$ cat src/rtl/switch_input_debouncer_if.sv
// Bundles the switch inputs and the debounced outputs of switch_input_debouncer.
// Defining SWITCH_EDGE_EN adds the per-channel rise/fall strobes.
interface switch_input_debouncer_if;
    logic [2:0] sw_raw;
    logic       W;
    logic       X;
    logic       Y;
    logic       changed;
    logic       tick;
`ifdef SWITCH_EDGE_EN
    logic [2:0] rise;
    logic [2:0] fall;

    modport master (output sw_raw, input W, input X, input Y, input changed, input tick,
                    input rise, input fall);
    modport slave  (input sw_raw, output W, output X, output Y, output changed, output tick,
                    output rise, output fall);
`else
    modport master (output sw_raw, input W, input X, input Y, input changed, input tick);
    modport slave  (input sw_raw, output W, output X, output Y, output changed, output tick);
`endif
endinterface

$ cat src/rtl/switch_input_debouncer.sv
// Synchronizes and debounces three slide switches (W, X, Y) against a prescaled tick.
// Optional macro SWITCH_EDGE_EN adds registered rise/fall strobes per channel.
module switch_input_debouncer #(
    parameter int TICK_DIV     = 24000,
    parameter int STABLE_TICKS = 10,
    parameter int SYNC_STAGES  = 2
) (
    input  logic                      clk,
    input  logic                      rst_n,
    switch_input_debouncer_if.slave   bus
);
    localparam int PW = (TICK_DIV > 1) ? $clog2(TICK_DIV) : 1;
    localparam int CW = (STABLE_TICKS > 1) ? $clog2(STABLE_TICKS + 1) : 1;
    localparam logic [PW-1:0] PRESC_LAST = PW'(TICK_DIV - 1);
    localparam logic [CW-1:0] CNT_LAST   = CW'(STABLE_TICKS - 1);

    logic [PW-1:0]          presc_q, presc_d;
    logic                   tick_q, tick_d;
    logic [SYNC_STAGES-1:0] sync_q [3];
    logic [2:0]             sync_last;
    logic [CW-1:0]          cnt_q [3];
    logic [CW-1:0]          cnt_d [3];
    logic [2:0]             out_q, out_d;
    logic                   changed_q, changed_d;

    // tick is registered from the next count so it is high while the count sits at TICK_DIV-1
    always_comb begin
        presc_d = (presc_q == PRESC_LAST) ? '0 : presc_q + 1'b1;
        tick_d  = (presc_d == PRESC_LAST);
    end

    always_ff @(posedge clk or negedge rst_n) begin
        if (!rst_n) begin
            presc_q <= '0;
            tick_q  <= 1'b0;
        end else begin
            presc_q <= presc_d;
            tick_q  <= tick_d;
        end
    end

    always_ff @(posedge clk or negedge rst_n) begin
        if (!rst_n) begin
            for (int i = 0; i < 3; i++) sync_q[i] <= '0;
        end else begin
            for (int i = 0; i < 3; i++)
                sync_q[i] <= {sync_q[i][SYNC_STAGES-2:0], bus.sw_raw[i]};
        end
    end

    always_comb begin
        for (int i = 0; i < 3; i++) sync_last[i] = sync_q[i][SYNC_STAGES-1];
    end

    always_comb begin
        out_d = out_q;
        for (int i = 0; i < 3; i++) begin
            cnt_d[i] = cnt_q[i];
            if (sync_last[i] == out_q[i]) begin
                cnt_d[i] = '0;
            end else if (tick_q) begin
                if (cnt_q[i] == CNT_LAST) begin
                    out_d[i] = sync_last[i];
                    cnt_d[i] = '0;
                end else begin
                    cnt_d[i] = cnt_q[i] + 1'b1;
                end
            end
        end
        changed_d = |(out_d ^ out_q);
    end

    always_ff @(posedge clk or negedge rst_n) begin
        if (!rst_n) begin
            for (int i = 0; i < 3; i++) cnt_q[i] <= '0;
            out_q     <= 3'b000;
            changed_q <= 1'b0;
        end else begin
            for (int i = 0; i < 3; i++) cnt_q[i] <= cnt_d[i];
            out_q     <= out_d;
            changed_q <= changed_d;
        end
    end

    assign bus.W       = out_q[2];
    assign bus.X       = out_q[1];
    assign bus.Y       = out_q[0];
    assign bus.changed = changed_q;
    assign bus.tick    = tick_q;

`ifdef SWITCH_EDGE_EN
    logic [2:0] rise_q, fall_q;

    always_ff @(posedge clk or negedge rst_n) begin
        if (!rst_n) begin
            rise_q <= 3'b000;
            fall_q <= 3'b000;
        end else begin
            rise_q <= out_d & ~out_q;
            fall_q <= ~out_d & out_q;
        end
    end

    assign bus.rise = rise_q;
    assign bus.fall = fall_q;
`endif
endmodule

$ cat src/flat_wrapper.sv
// flat-port wrapper written by rule: the top's interface ports become plain ports
module switch_input_debouncer_flat 
#(
    parameter int TICK_DIV     = 24000,
    parameter int STABLE_TICKS = 10,
    parameter int SYNC_STAGES  = 2
)
  (clk, rst_n, bus_sw_raw, bus_W, bus_X, bus_Y, bus_changed, bus_tick);
  switch_input_debouncer_if bus_i ();
  input  logic clk;
  input  logic rst_n;
  input wire logic [$bits(bus_i.sw_raw)-1:0] bus_sw_raw;
  output wire logic [$bits(bus_i.W)-1:0] bus_W;
  output wire logic [$bits(bus_i.X)-1:0] bus_X;
  output wire logic [$bits(bus_i.Y)-1:0] bus_Y;
  output wire logic [$bits(bus_i.changed)-1:0] bus_changed;
  output wire logic [$bits(bus_i.tick)-1:0] bus_tick;
  assign bus_i.sw_raw = bus_sw_raw;
  assign bus_W = bus_i.W;
  assign bus_X = bus_i.X;
  assign bus_Y = bus_i.Y;
  assign bus_changed = bus_i.changed;
  assign bus_tick = bus_i.tick;
  switch_input_debouncer #(.TICK_DIV(TICK_DIV), .STABLE_TICKS(STABLE_TICKS), .SYNC_STAGES(SYNC_STAGES)) u_core (.clk(clk), .rst_n(rst_n), .bus(bus_i));
endmodule
$ cat config.mk
export PLATFORM = sky130hd
export DESIGN_NAME = switch_input_debouncer_flat
export DESIGN_NICKNAME = d
export VERILOG_FILES = /design/src/rtl/switch_input_debouncer_if.sv /design/src/rtl/switch_input_debouncer.sv /design/src/flat_wrapper.sv
export SDC_FILE = /design/constraint.sdc
export NUM_CORES = 1
export LEC_CHECK = 0
export CELL_PAD_IN_SITES_DETAIL_PLACEMENT = 0
export CELL_PAD_IN_SITES_GLOBAL_PLACEMENT = 1
export CORE_MARGIN = 3
export CORE_UTILIZATION = 46
export DETAILED_ROUTE_END_ITERATION = 10
export PLACE_DENSITY = 0.86
export SETUP_SLACK_MARGIN = 0.05
export SLEW_MARGIN = 20
export SYNTH_ARGS = -nofsm -noshare
export SYNTH_HDL_FRONTEND = slang
export SYNTH_SLANG_ARGS = --single-unit
$ cat constraint.sdc
create_clock -name clk -period 1.98 [get_ports clk]
set_input_delay 0.396 -clock clk [delete_from_list [all_inputs] [get_ports clk]]
set_output_delay 0.396 -clock clk [all_outputs]
set_load 0.005 [all_outputs]
* Word-level counts from Yosys, hierarchy flattened *
Index checks and enable logic that the tools add are counted.
W data, S select, Z words.

storage, ports and cells
  flip-flop bits (word level) = 38
  input bits = 5

operators by class
  add/subtract/negate cells = 4
  eq/ne operators = 8
  mux-type cells = 19
  bitwise operators = 1
  reductions and logical operators = 4

operator list
  kind                     count
  $mux W4                  9
  $eq A15 B15 Y1 const B   2
  $add A15 B1 Y15 const B  1
  $mux W15                 1
  $add A4 B1 Y4 const B    3
  $eq A4 B4 Y1 const B     3
  $mux W1                  9
  $reduce_bool A2 Y1       3
  $eq A1 B1 Y1             3
  $reduce_or A3 Y1         1
  $xor A3 B3 Y3            1

* Depth between registers and ports, before layout *
  depth after elaboration = 6
  depth in mapped cells = 7
  depth with buffers taken out = 7

* Worst setup path before layout *
No wires, ideal clock.

  kind = register to register
  from = reg u_core.presc_q[0]
  to = reg u_core.tick_q, in the netlist u_core.bus.tick
  arrival = 1,678 ps
  required time = 1,853 ps
  path slack = 175 ps
  cell stages (with the launch flop) = 7
  buffers on the path = 0
  clock period less this slack = 1,805 ps
  cells stage by stage = dfrtp_1 > ha_1 > nand2_1 > or3_1 > nor3_4 > nand2b_1 > nor4_1

on the way
  cells in the longest elaborated chain, start to end = 3
  elaborated cells on any way between the ends = 4

ends and longest elaborated chain
  item                                                      RTL line                      text
  from (decl)                                               switch_input_debouncer.sv:17  logic [PW-1:0] presc_q, presc_d;
  from (signal assigned)                                    switch_input_debouncer.sv:37  presc_q <= presc_d;
  $add A15 B1 Y15 / $eq A15 B15 Y1 (equally long branches)  switch_input_debouncer.sv:28  presc_d = (presc_q == PRESC_LAST) ? '0 : presc_q + 1'b1;
  $mux W15 *                                                switch_input_debouncer.sv:28
  $eq A15 B15 Y1 *                                          switch_input_debouncer.sv:29  tick_d = (presc_d == PRESC_LAST);
  named net u_core.tick_d                                   switch_input_debouncer.sv:18  logic tick_q, tick_d;
  to (signal assigned)                                      switch_input_debouncer.sv:38  tick_q <= tick_d;
  to (decl)                                                 switch_input_debouncer.sv:18

The timed path passes the listed nets; every way through them passes the cells marked *.
A chain may end at the register's enable or synchronous reset.

* Worst setup path in the final report *
  from = reg u_core.presc_q[0]
  to = reg u_core.presc_q[3]

on the way
  cells in the longest elaborated chain, start to end = 2
  elaborated cells on any way between the ends = 3

ends and longest elaborated chain
  item                                                      RTL line
  $add A15 B1 Y15 / $eq A15 B15 Y1 (equally long branches)  switch_input_debouncer.sv:28
  $mux W15 *                                                switch_input_debouncer.sv:28
  named net u_core.presc_d[3]                               switch_input_debouncer.sv:17

Marked as above.

==> results.md <==
- Largest family of logic cells by synthesized area: simple AND/OR/NAND/NOR gates
- Max-cap viol count: 0
- CTS H-Tree Depth: 2
- Largest net degree at the start of global routing: 33
- Flop pwr share: 60.1%
- Maximum resistive drop on vdd: 0.430 mV
- DPL Wire Length: 2430 µm
- Layout Cells excl Fill: 254
- Clock network fraction of total power: 37.5%
- Peak per-stage delay on the critical path: 0.41 ns
- GR Overflow Total: 0
- Reg2Reg Capture Point: u_core.presc_q[3]
- Outcome: finished, final reports clean
- Sequential share of the synthesized area: 50.4%
- Flops & latches, synth: 38
- Hold worst-path end: u_core.sync_last[0]
- Placed Instances: 246
- Slew headroom: 70.1%
- Kind of critical path: reg -> reg
- Sink Count: 38
- Share of cells above drive strength 1: 11.7%
- Buf/Inv on CP: 1
- Max Freq: 574 MHz
- Switching share of power: 20.8%
- Port-buffer cells: 9
- Cell area after synthesis: 1890 µm²
- Slowest CP cell: dfrtp_2
- Max clock buf depth: 2
- Core Box Area: 3800 µm²
- Power Density: 606 nW/µm²
- CP arrival: 1.91 ns
- Fin Hold WS: 0.349 ns
- Cells on worst reg2reg path: 6
- CTS Buf Count: 5
- Vias in the first global route: 1374
- Top Ports: 10
- DR vias: 1406
- Simple logic cell fraction of the synthesized area: 24.9%
- TNS Setup: 0 ns
- Max-slew violations: 0
- Critical path, cell by cell: ha_2 -> nand2_1 -> or3_1 -> nor3_4 -> buf_4 -> nor2_1
- Layout Skew: 0.00381 ns
- Final worst path period share: 88.0%
- Post-synthesis mux area share: 1.79%
- Initial DRC count: 73
- Wire per inst: 13.7 µm
- Combinational fraction of design power: 2.4%
- Worst min path class: reg -> reg
- Hold path depth: 0
- CP top delay family: simple AND/OR/NAND/NOR gates
- Measured slew at the worst slew-check pin: 0.447 ns
- Reg2Reg Setup Slack: 0.24 ns
- Cells after Synth: 185
- LEAKAGE: 0.939 nW
- Worst-path clk slew: 0.07 ns
- NumNets Final: 218
- Syn nets: 197
- Final Hold Vio Count: 0
- CP Capture Type: flop
- Root buffer cell: clkbuf_8
- Post-Route WL: 3470 µm
- Area Growth Syn to Fin: 14.2%
- Synth Area in Adders: 4.64%
- Critical Path Source Type: flop
- Antenna violations before repair: 0
- GR Util All Layers: 15.7%
- Final setup viols: 0
- Clk_lat worst skew: 0.28 ns
- First-pass DRT Iterations: 4
- Pint: 0.00104 W
- Syn_area_per_cell: 10.2 µm²
- Post-DRT Antenna Nets: 0
- Reg2reg start: u_core.presc_q[0]
- Synth Area in XOR/XNOR: 7.42%
- Fin crit period: 1.74 ns
- Yosys synthesis warning count: 0
- Synth Area in Compound Gates: 9.15%
- Hold Path Origin: u_core.sync_q[4]
- Die width: 70.1 µm
- Max FO, Critical Path: 7
- Most common cell after layout, fill and taps aside: dfrtp_1
- Detailed-route DRC error count: 0
- Initial core utilization: 49.7%
- Setup repair bufs after CTS: 0
- Core Util, Final: 56.8%
- DR vias/cell: 5.54
- RSZ-0062 raised after global routing: false
- Unique masters post-synth: 39
- Critical path required time: 2.15 ns
- P_sw: 0.000272 W
- Final GP Congestion: 0.811
- TritonCTS clock tree: built
- Final Total Pwr: 0.00131 W
- Die ar.: 4910 µm²
- Die H: 70.1 µm
- Commonest non-fill, non-tap cells in the layout: dfrtp_1 (37), nor2_1 (21), nand2_1 (18)
- Cell row count: 22
- Antenna Cells: 0
- Global-route wire length before repair: 6120 µm
## logic make-up after synthesis
kind of cell / after synthesis
simple gates: 85
buf+inv: 9
fa+ha+maj: 7
flops: 38
xor+xnor: 16
mux: 3
compound gates: 27
## synth_stat cells
cell type / number / share of area [%]
o21ai_0: 12 / 3.2
a22oi_1: 1 / 0.40
xor2_1: 9 / 4.2
nor3_4: 1 / 0.86
o2bb2ai_1: 1 / 0.46
nor4_1: 3 / 0.99
nand2b_1: 4 / 1.3
clkbuf_1: 1 / 0.20
and3_1: 2 / 0.66
nand3_2: 1 / 0.53
or4_1: 1 / 0.40
xnor2_1: 7 / 3.2
inv_1: 8 / 1.6
a21oi_1: 4 / 1.1
nand3b_1: 1 / 0.40
nand3_1: 11 / 2.9
nand4b_1: 1 / 0.46
or4b_4: 1 / 0.73
a21o_1: 1 / 0.40
nand2_1: 18 / 3.6
o221ai_1: 1 / 0.46
or2_1: 2 / 0.66
or3_1: 1 / 0.33
nor2b_1: 3 / 0.99
nand4_4: 1 / 1.1
nand2_2: 1 / 0.33
dfrtp_1: 38 / 50
nor3_1: 6 / 1.6
nand4_2: 1 / 0.66
o31ai_1: 2 / 0.79
o221ai_2: 1 / 0.79
nor4_2: 1 / 0.66
ha_1: 7 / 4.6
and2_1: 2 / 0.66
a211oi_1: 1 / 0.40
mux2_2: 3 / 1.8
nor3b_1: 2 / 0.79
o211ai_1: 3 / 1.2
nor2_1: 21 / 4.2
## power groups by stage
stage	registers (W)	clock network (W)	logic [W]
detailed placement	0.000800	0	0.0000314
global placement	0.000800	0	0.0000305
global route	0.000785	0.000548	0.0000368
CTS	0.000785	0.000514	0.0000327
floorplan	0.000799	0	0.00000598
finish	0.000786	0.000491	0.0000315
## state kept, by name, summed over array words and instances, names as in the netlist
| name | cells |
|---|---|
| u_core.presc_q | 15 |
| u_core.cnt_q | 12 |
| u_core.out_q | 3 |
| u_core.sync_last | 3 |
| u_core.sync_q | 3 |
| u_core.bus.changed | 1 |
| u_core.bus.tick | 1 |
## how the worst max path moves through the flow
stage / slack [ns] / to / depth (start not counted) / startpoint
2_1_floorplan: 0.18 / u_core.bus.tick / 6 / u_core.presc_q[0]
3_3_place_gp: 0.24 / u_core.bus.tick / 7 / u_core.presc_q[0]
3_5_place_dp: 0.19 / u_core.presc_q[11] / 6 / u_core.presc_q[0]
4_1_cts: 0.16 / u_core.presc_q[11] / 6 / u_core.presc_q[0]
5_1_grt: 0.10 / u_core.bus.tick / 7 / u_core.presc_q[0]
6_report: 0.24 / u_core.presc_q[3] / 6 / u_core.presc_q[0]
## routing by layer
layer | routed length, µm | part of all wire, % | GRT usage (%) | vias up
met5 | 0 | 0 | 0 | -
met4 | 89 | 2.6 | 8.94 | 0
met3 | 140 | 4.0 | 4.75 | 11
met2 | 1670 | 48 | 24.9 | 24
met1 | 1570 | 45 | 18.9 | 684
li1 | - | - | - | 687
## repair_timing
item / 4_1_cts / 5_1_grt
resized for setup: 0 / 2
hold buffers: 1 / 0
setup endpoints to repair: 0 / 8
hold endpoints to repair: 6 / 0
## metrics by stage
step	area (µm²)	setup slack [ns]
after CTS	2150	0.158
after floorplan	1890	0.175
after global placement	2070	0.240
after detailed placement	2070	0.187
after global routing	2160	0.103
final	2160	0.237
## layout make-up
class	instances	area (µm²)
sequential	38	952
multi-input combinational	138	906
timing repair buffer	15	133
clock buffer	7	76.3
inverter	8	30.0
tap	48	60.1
fill	331	1640
Note: power is estimated with default switching activity, not from simulation.
